[src/rtl/mips_mc_controller.sv]
// mips_mc_controller: multicycle Moore control unit for the 16-bit accumulator
// MIPS datapath. Sequences fetch, decode, execute, memory and writeback from
// the latched instruction word, and drives every datapath control strobe.
//
// Ports:
//   clk          rising-edge clock
//   rst          synchronous active-low reset (0 = reset)
//   Instruction  latched IR; opcode = [15:12], func = [2:0]
//   ZeroFlag     combinational ALU zero flag (used only in BR_EVAL)
//   PCWrite, IRWrite, MemWrite, RegWrite   datapath write strobes
//   PCSource     00 PC+1, 01 jump target, 10 branch target
//   IorD         0 PC address, 1 IR[11:0] address
//   MemtoReg     0 ALUOut, 1 MDR
//   ALUSrcB      00 B, 01 zero-extended imm12, 10 constant 0
//   ALUOp        000 ADD, 001 SUB, 010 AND, 011 OR, 100 NOT A, 101 PASS B
//   RegDst       0 R0, 1 IR[11:9]
//   instr_done   one-cycle pulse in the final state of each instruction
//   state_dbg    current state encoding
//   retire_cnt   completed-instruction count, wraps modulo 2^RETIRE_W
module mips_mc_controller #(
  parameter int unsigned RETIRE_W = 16
) (
  input  logic                clk,
  input  logic                rst,
  input  logic [15:0]         Instruction,
  input  logic                ZeroFlag,
  output logic                PCWrite,
  output logic                IRWrite,
  output logic                MemWrite,
  output logic [1:0]          PCSource,
  output logic                IorD,
  output logic                RegWrite,
  output logic                MemtoReg,
  output logic [1:0]          ALUSrcB,
  output logic [2:0]          ALUOp,
  output logic                RegDst,
  output logic                instr_done,
  output logic [3:0]          state_dbg,
  output logic [RETIRE_W-1:0] retire_cnt
);

  typedef enum logic [3:0] {
    FETCH   = 4'd0,
    DECODE  = 4'd1,
    MEM_RD  = 4'd2,
    LOAD_WB = 4'd3,
    MEM_WR  = 4'd4,
    JMP     = 4'd5,
    BR_EVAL = 4'd6,
    EXEC_C  = 4'd7,
    EXEC_I  = 4'd8,
    ALU_WB  = 4'd9
  } state_t;

  localparam logic [3:0] OP_LOAD  = 4'b0000;
  localparam logic [3:0] OP_STORE = 4'b0001;
  localparam logic [3:0] OP_JUMP  = 4'b0010;
  localparam logic [3:0] OP_BRZ   = 4'b0100;
  localparam logic [3:0] OP_TYPEC = 4'b1000;

  localparam logic [2:0] ALU_ADD  = 3'b000;
  localparam logic [2:0] ALU_SUB  = 3'b001;
  localparam logic [2:0] ALU_AND  = 3'b010;
  localparam logic [2:0] ALU_OR   = 3'b011;
  localparam logic [2:0] ALU_NOTA = 3'b100;
  localparam logic [2:0] ALU_PASB = 3'b101;

  localparam logic [2:0] FUNC_MOVETO = 3'b000;
  localparam logic [2:0] FUNC_NOP    = 3'b111;

  state_t     state;
  logic [3:0] opcode;
  logic [2:0] func;
  logic       isImm;
  logic       decodeIsNop;
  logic       pcWriteRaw;
  logic       irWriteRaw;
  logic       memWriteRaw;
  logic       regWriteRaw;
  logic       doneRaw;
  logic       unusedIrBits;

  assign opcode       = Instruction[15:12];
  assign func         = Instruction[2:0];
  assign unusedIrBits = ^Instruction[11:3];

  // Immediate ops share the 11xx opcode prefix; low two bits select the ALU op.
  assign isImm = (opcode[3:2] == 2'b11);

  // Anything that is not a recognised opcode (or TYPE-C func 111) retires in DECODE.
  always_comb begin
    decodeIsNop = 1'b1;
    if (opcode == OP_LOAD || opcode == OP_STORE || opcode == OP_JUMP ||
        opcode == OP_BRZ || isImm)
      decodeIsNop = 1'b0;
    else if (opcode == OP_TYPEC && func != FUNC_NOP)
      decodeIsNop = 1'b0;
  end

  // State register and retired-instruction counter.
  always_ff @(posedge clk) begin
    if (!rst) begin
      state      <= FETCH;
      retire_cnt <= '0;
    end else begin
      if (instr_done)
        retire_cnt <= retire_cnt + RETIRE_W'(1);
      case (state)
        FETCH:   state <= DECODE;
        DECODE: begin
          if (decodeIsNop)               state <= FETCH;
          else if (opcode == OP_LOAD)    state <= MEM_RD;
          else if (opcode == OP_STORE)   state <= MEM_WR;
          else if (opcode == OP_JUMP)    state <= JMP;
          else if (opcode == OP_BRZ)     state <= BR_EVAL;
          else if (opcode == OP_TYPEC)   state <= EXEC_C;
          else                           state <= EXEC_I;
        end
        MEM_RD:  state <= LOAD_WB;
        EXEC_C:  state <= ALU_WB;
        EXEC_I:  state <= ALU_WB;
        default: state <= FETCH;
      endcase
    end
  end

  // Moore output decode from state and IR fields; BR_EVAL PCWrite follows ZeroFlag.
  always_comb begin
    pcWriteRaw  = 1'b0;
    irWriteRaw  = 1'b0;
    memWriteRaw = 1'b0;
    regWriteRaw = 1'b0;
    doneRaw     = 1'b0;
    PCSource    = 2'b00;
    IorD        = 1'b0;
    MemtoReg    = 1'b0;
    ALUSrcB     = 2'b00;
    ALUOp       = ALU_ADD;
    RegDst      = 1'b0;
    case (state)
      FETCH: begin
        irWriteRaw = 1'b1;
        pcWriteRaw = 1'b1;
      end
      DECODE: doneRaw = decodeIsNop;
      MEM_RD: IorD = 1'b1;
      LOAD_WB: begin
        regWriteRaw = 1'b1;
        MemtoReg    = 1'b1;
        doneRaw     = 1'b1;
      end
      MEM_WR: begin
        IorD        = 1'b1;
        memWriteRaw = 1'b1;
        doneRaw     = 1'b1;
      end
      JMP: begin
        pcWriteRaw = 1'b1;
        PCSource   = 2'b01;
        doneRaw    = 1'b1;
      end
      BR_EVAL: begin
        ALUSrcB    = 2'b10;
        ALUOp      = ALU_SUB;
        PCSource   = 2'b10;
        pcWriteRaw = ZeroFlag;
        doneRaw    = 1'b1;
      end
      EXEC_C: begin
        case (func)
          3'b000: begin
            ALUSrcB = 2'b10;
            ALUOp   = ALU_ADD;
          end
          3'b001:  ALUOp = ALU_PASB;
          3'b010:  ALUOp = ALU_ADD;
          3'b011:  ALUOp = ALU_SUB;
          3'b100:  ALUOp = ALU_AND;
          3'b101:  ALUOp = ALU_OR;
          3'b110:  ALUOp = ALU_NOTA;
          default: ALUOp = ALU_ADD;
        endcase
      end
      EXEC_I: begin
        ALUSrcB = 2'b01;
        case (opcode[1:0])
          2'b00:   ALUOp = ALU_ADD;
          2'b01:   ALUOp = ALU_SUB;
          2'b10:   ALUOp = ALU_AND;
          default: ALUOp = ALU_OR;
        endcase
      end
      ALU_WB: begin
        regWriteRaw = 1'b1;
        doneRaw     = 1'b1;
        RegDst      = (opcode == OP_TYPEC) && (func == FUNC_MOVETO);
      end
      default: ;
    endcase
  end

  // Reset holds every write strobe and the retire pulse low.
  assign PCWrite    = rst & pcWriteRaw;
  assign IRWrite    = rst & irWriteRaw;
  assign MemWrite   = rst & memWriteRaw;
  assign RegWrite   = rst & regWriteRaw;
  assign instr_done = rst & doneRaw;
  assign state_dbg  = state;

endmodule

[config.mk]
export PLATFORM = sky130hd
export DESIGN_NAME = mips_mc_controller
export DESIGN_NICKNAME = d
export VERILOG_FILES = /design/src/rtl/mips_mc_controller.sv
export SDC_FILE = /design/constraint.sdc
export NUM_CORES = 1
export LEC_CHECK = 0
export ABC_CLOCK_PERIOD_IN_PS = 6350
export BUFFER_PORTS_ARGS = -buffer_cell sky130_fd_sc_hd__buf_2
export CAP_MARGIN = 20
export CORE_UTILIZATION = 25
export DETAILED_ROUTE_END_ITERATION = 7
export HOLD_SLACK_MARGIN = 0.12
export PLACE_DENSITY = 0.56
export SYNTH_ARGS = -nofsm -noshare
export SYNTH_HDL_FRONTEND = slang
export SYNTH_SLANG_ARGS = --single-unit
[constraint.sdc]
create_clock -name clk -period 6.35 [get_ports clk]
set_input_delay 0.635 -clock clk [delete_from_list [all_inputs] [get_ports clk]]
set_output_delay 0.635 -clock clk [all_outputs]
set_load 0.1 [all_outputs]
==> After elaboration in Yosys (flattened, before gate mapping) <==
Index checks and enable logic that the tools add are counted.
{ "totals": {"out_inout_bits": 35, "elab_cells": 68, "input_bits": 19, "ff_bits": 20} }
{ "classes": {"n_reduce_logical": 15, "mux": 23, "n_bitwise": 5, "eq_ne": 22, "addsub": 1} }
{ "op_table": {"columns": ["cell", "n"], "rows": [
  ["4-bit 2-to-1 mux", 6],
  ["4-bit by 3-bit == test with 1-bit output, second input constant", 5],
  ["16-bit by 1-bit adder with 16-bit output, second input constant", 1],
  ["4-bit case mux with 4 select lines", 1],
  ["3-bit case mux with 5 select lines", 1],
  ["4-bit by 2-bit == test with 1-bit output, second input constant", 3],
  ["4-bit == test, second input constant", 3],
  ["2-bit case mux with 3 select lines", 2],
  ["3-bit == test, second input constant", 3],
  ["3-bit case mux with 3 select lines", 1],
  ["4-bit by 1-bit == test with 1-bit output, second input constant", 2],
  ["4-bit zero test", 2],
  ["1-bit 2-to-1 mux", 8],
  ["2-bit OR reduction", 4],
  ["1-bit bitwise AND", 5],
  ["5-bit OR reduction", 1],
  ["2-bit == test, second input constant", 2],
  ["1-bit logical OR", 4],
  ["1-bit case mux with 2 select lines", 2],
  ["2-bit case mux with 2 select lines", 1],
  ["3-bit by 1-bit == test with 1-bit output, second input constant", 1],
  ["3-bit by 2-bit == test with 1-bit output, second input constant", 1],
  ["3-bit zero test", 1],
  ["3-bit inequality test, second input constant", 1],
  ["4 further kinds", 5]
]} }

==> Depth between registers and ports, before layout <==
{ "depth": {"word_depth": 8, "mapped_depth": 7} }

==> Worst setup path before layout <==
OpenSTA, ideal clock, no wires.
{ "synth_timing": {"kind": "register to output", "start": "register state[3] (netlist: state_dbg[3])", "end": "output ALUOp[1]", "arrival_time_ps": 5654, "required_ps": 5715, "path_stages_with_launch": 4, "path_slack_ps": 61, "path_cell_list": "dfxtp_1 > clkbuf_1 > nor4b_1 > a32o_1"} }
{ "synth_between": {"elab_chain_cells": 2, "word_cells_on_any_way": 4} }
{ "synth_lines": {"columns": ["item", "line_no", "source"], "rows": [
  ["from (decl)", "71", "state_t state;"],
  ["from (signal assigned)", "103", "state <= FETCH;"],
  ["from (signal assigned)", "109", "FETCH: state <= DECODE;"],
  ["from (signal assigned)", "111", "if (decodeIsNop) state <= FETCH;"],
  ["4-bit == test or 4-bit by 3-bit == test with 1-bit output (tied branches)", "140", "case (state)"],
  ["3-bit case mux with 3 select lines (*)", "140", null],
  ["to (decl)", "35", "output logic [2:0] ALUOp,"]
]} }
Every way passes the cells marked *; elsewhere a longest branch is shown, timed or not.

==> Final worst setup path <==
{ "layout_timing": {"start": "register state[0] (netlist: state_dbg[0])", "end": "output instr_done"} }
{ "layout_between": {"elab_chain_cells": 4, "word_cells_on_any_way": 9} }
{ "layout_lines": {"columns": ["item", "line_no", "source"], "rows": [
  ["4-bit == test, or another cell as far along", "140", null],
  ["5-bit OR reduction (no line)", null, null],
  ["1-bit case mux with 2 select lines (*)", "140", null],
  ["1-bit bitwise AND (*)", "207", "assign instr_done = rst & doneRaw;"],
  ["to (decl)", "37", "output logic instr_done,"]
]} }
Marks and branches as above.

==> reports/results.txt <==
No sink is reached through more buffers than the 2 on the longest clock path. The count of endpoints failing hold in the final timing report is 0, and the area used by multi-input combinational logic is 870.8 sq um. The path class of the lowest-slack min-delay path was reg2reg. Relative to the synthesized area, the layout overhead comes to 22.59%. The clock period minus worst slack works out to 3.440 ns.

Startpoint type of the worst setup path: a register. Pin slew with the least headroom to its limit: 0.6457 ns. The required arrival time at the worst endpoint came out at 5.71 ns. The setup path with the least slack is of type reg2out. Once detail routing completed, the nets flagged for antenna violations numbered 0.

The share of post-route cells with drive strength above 1 came out at 0.2594. Summed over all cells, the static leakage comes to 0.6560 nW. TritonCTS built the clock tree. In this run the post-CTS setup repair buffer count came out at 0.

At the end of the flow, the number of nets in the layout was 233. The H-tree depth reported by CTS was 1. For the final routed database, the setup TNS stands at 0 ns.

The total of hold buffers inserted after clock tree synthesis is 0. Setup violations remaining at the end of the flow were counted as 0. The count of vias placed by the detailed router is 1363, and the clock sink total is 20.

In this run the cell area measured after placement is 1602 sq um. Clock skew on the completed layout was measured at 0.002907 ns. The detailed-route wire length per cell was 11.73 um; the number of nets in the synthesized netlist was 196. After the flow finishes, the layout carries non-filler instances totaling 282. The area fraction of the dominant cell type after synthesis came out at 0.2963.

The library cell used most frequently in the layout, excluding fill and tap cells, is sky130_fd_sc_hd__buf_2. Among all stages on the critical path, the largest delay is contributed by sky130_fd_sc_hd__dfxtp_1. The register-to-register path setup slack is 3.99 ns. Walking the worst path, the cells encountered are or4b_4, or3_4, o31ai_4, and2_1, buf_2.

The worst hold path was traced through 2 stages. For the area of the die, the log shows 5703 sq um. For hold timing, the worst endpoint is retire_cnt[15]. In this run, distinct cell masters in the synthesized netlist total 44. Fill cell instance count of the final layout: 564. Once the clock tree was built, the resizer swapped 0 gates to a different size. Summing all flip-flop and latch instances after layout gives 400.4 sq um.

Each instance of the synthesized netlist takes up on average 7.678 sq um. The startpoint identified for the worst register-to-register timing path is state_dbg[0]. The library cells used most frequently in the layout, excluding fill and tap cells, are 44 x sky130_fd_sc_hd__buf_2, 20 x sky130_fd_sc_hd__dfxtp_1, 14 x sky130_fd_sc_hd__nand2_1, 14 x sky130_fd_sc_hd__a21oi_1, 13 x sky130_fd_sc_hd__nor2_1. The logs give 0.1187 for the global-route usage over all layers and 0.7093 for the final weighted congestion in routability-driven placement. For the worst flop-to-flop path, the logic depth is 5. Kind of cell adding the most delay to the critical path: simple AND/OR/NAND/NOR gates.

Counting every instance in the synthesized netlist gives 176. The remaining global-route overflow is 0, and the total count of max-transition violations in the final report is 0. The DRC violation total after the first TritonRoute iteration was 94. STA classifies the critical path endpoint as a primary output.

After clock tree synthesis, the clock-pin slew on the worst setup and hold paths is 0.08 ns. Summed over all instances, the cell type with the most area after synthesis is sky130_fd_sc_hd__dfxtp_1. The repair_antennas step left the layout with diodes totalling 0. Once detailed placement completed, the half-perimeter wirelength came to 2404 um. The total CTS buffers was 3; the register area share after synthesis was 0.2963. Along the worst path, the maximum fanout reaches 18.

The clock root buffer is sky130_fd_sc_hd__clkbuf_8. Derived from the worst setup path, the maximum achievable clock frequency is 290.7 MHz. The number of remaining DRC errors was 0. During I/O placement, the number of pins put on the boundary was 54.

The die is 75.52 um tall. The floorplan has 26 rows. The logs give 0 for the initial antenna violation count and 2.81 ns for the data arrival time of the critical path.

The run finished with clean final reports. Setup repair after global routing left no endpoint under its margin. For this run, the slowest stage of the critical path takes 0.66 ns. The worst relative slew slack was 0.5635. During synthesis, Yosys emitted a total of 0 warnings. The detail-routed via count per cell was 4.833; the placed instance count was 278. Summed over all layers, the routed wires come to 3307 um. The share of the cycle needed by the critical path after routing was 0.5418; the horizontal extent of the die was 75.52 um. The global-route wire length before repair is 5278 um, and the source-to-sink clock delay at the later pin of the worst-skew pair is 0.26 ns. The startpoint identified for the worst hold timing path is retire_cnt[15]. VDD sags by at most 0.06371 mV. The post-synthesis instance area is 1351 sq um. Critical path buffer and inverter count: 1. The first TritonRoute pass finished after 4 iterations. By area the synthesized netlist is led by sky130_fd_sc_hd__dfxtp_1 30%, sky130_fd_sc_hd__a21oi_1 5.2%, sky130_fd_sc_hd__or3_1 4.6%, sky130_fd_sc_hd__nand2_1 3.9%, sky130_fd_sc_hd__mux2i_1 3.7%. The region available for standard cell placement spans 5172 sq um. Max-cap violations in this run came to 0. In this run the power density over the cells is 187.6 nW/um^2.

Endpoint of the worst-slack reg-to-reg timing path: retire_cnt[3]. The flip-flop and latch count after synthesis was 20. The starting density of the core is 0.2612, and the number of port buffers is 44.

The largest net degree at the start of global routing came out at 21. For the number of global-route vias before repair, the log shows 1108. For the final cell area excluding filler cells, the log shows 1657 sq um.
==> metal layers <==
| metal | share of wire | up-vias | track usage |
|---|---|---|---|
| met5 | 0 | - | 0 |
| met4 | 0.010 | 0 | 0.04321 |
| met3 | 0.037 | 4 | 0.01720 |
| met2 | 0.45 | 20 | 0.1746 |
| met1 | 0.50 | 617 | 0.1745 |
| li1 | - | 722 | - |
==> worst max-delay path by stage <==
| stage | startpoint | cells past startpoint | to |
|---|---|---|---|
| after CTS | state_dbg[0] | 5 | instr_done |
| after global placement | state_dbg[0] | 5 | instr_done |
| final | state_dbg[0] | 5 | instr_done |
| after global routing | state_dbg[0] | 5 | instr_done |
| after detailed placement | state_dbg[0] | 5 | instr_done |
| after floorplan | state_dbg[3] | 3 | ALUOp[1] |
==> report_power, final <==
group          internal, W  total (W)  switching, W
clock            0.0000553  0.0000986     0.0000434
combinational    0.0000188  0.0000776     0.0000589
sequential        0.000128   0.000135    0.00000680
total             0.000202   0.000311      0.000109
==> area by class of cell <==
type                    instances  share of cell area
well taps                      70             0.05287
inverters                       4            0.009063
flip-flops and latches         20              0.2417
repair buffers                 45              0.1375
multi-input cells             139              0.5257
clock buffers                   4             0.03323
==> logic make-up (layout without fill, tap and decap cells) <==
kind of cell               after synthesis  after routing  synth area share
DFF                                     20             20            0.2963
AOI/OAI and AO/OA                       41             41            0.2000
adders and majority gates                1              1          0.009258
muxes                                    5              5           0.03704
buffers and inverters                   17             53           0.05925
and+or+nand+nor                         87             87            0.3657
xor gates and xnor gates                 5              5           0.03241
==> worst min-delay path, delay by kind of cell (launching register included) <==
| kind | cells | cell delay [ns] |
|---|---|---|
| flops | 1 | 0.32 |
| simple gates | 1 | 0.05 |
| mux | 1 | 0.05 |
==> cell usage after synthesis, drive strengths merged <==
| master | count |
|---|---|
| a2111oi | 1 |
| a211oi | 2 |
| a21boi | 1 |
| a21oi | 14 |
| a2bb2oi | 1 |
| a311oi | 1 |
| a31o | 1 |
| a32o | 1 |
| a32oi | 1 |
| and2 | 4 |
| and3 | 2 |
| buf | 3 |
| clkbuf | 10 |
| dfxtp | 20 |
| ha | 1 |
| inv | 4 |
| mux2i | 5 |
| nand2 | 14 |
| nand2b | 5 |
| nand3 | 8 |
| nand4 | 3 |
| nand4b | 1 |
| nor2 | 13 |
| nor2b | 1 |
| nor3 | 10 |
| nor3b | 3 |
| nor4 | 4 |
| nor4b | 1 |
| nor4bb | 1 |
| o21a | 1 |
| o21ai | 10 |
| o22ai | 1 |
| o31a | 1 |
| o31ai | 5 |
| or3 | 11 |
| or4 | 4 |
| or4b | 2 |
| xnor2 | 3 |
| xor2 | 2 |
==> state kept, by name, summed over array words and instances (netlist names) <==
name and flops:
retire_cnt 16, state_dbg 4
==> stage by stage <==
| step | power (W) | utilization | hold WS (ns) | setup slack, ns |
|---|---|---|---|---|
| 2_1_floorplan | 0.0002021 | - | 0.7907 | 0.06136 |
| 3_3_place_gp | 0.0002152 | 0.3096 | 0.4548 | 3.188 |
| 3_5_place_dp | 0.0002153 | 0.3096 | 0.4612 | 3.210 |
| 4_1_cts | 0.0003134 | 0.3203 | 0.4722 | 2.914 |
| 5_1_grt | 0.0003239 | 0.3203 | 0.5118 | 2.792 |
| 6_report | 0.0003108 | 0.3203 | 0.4674 | 2.910 |
(Power assumes the default switching activity.)
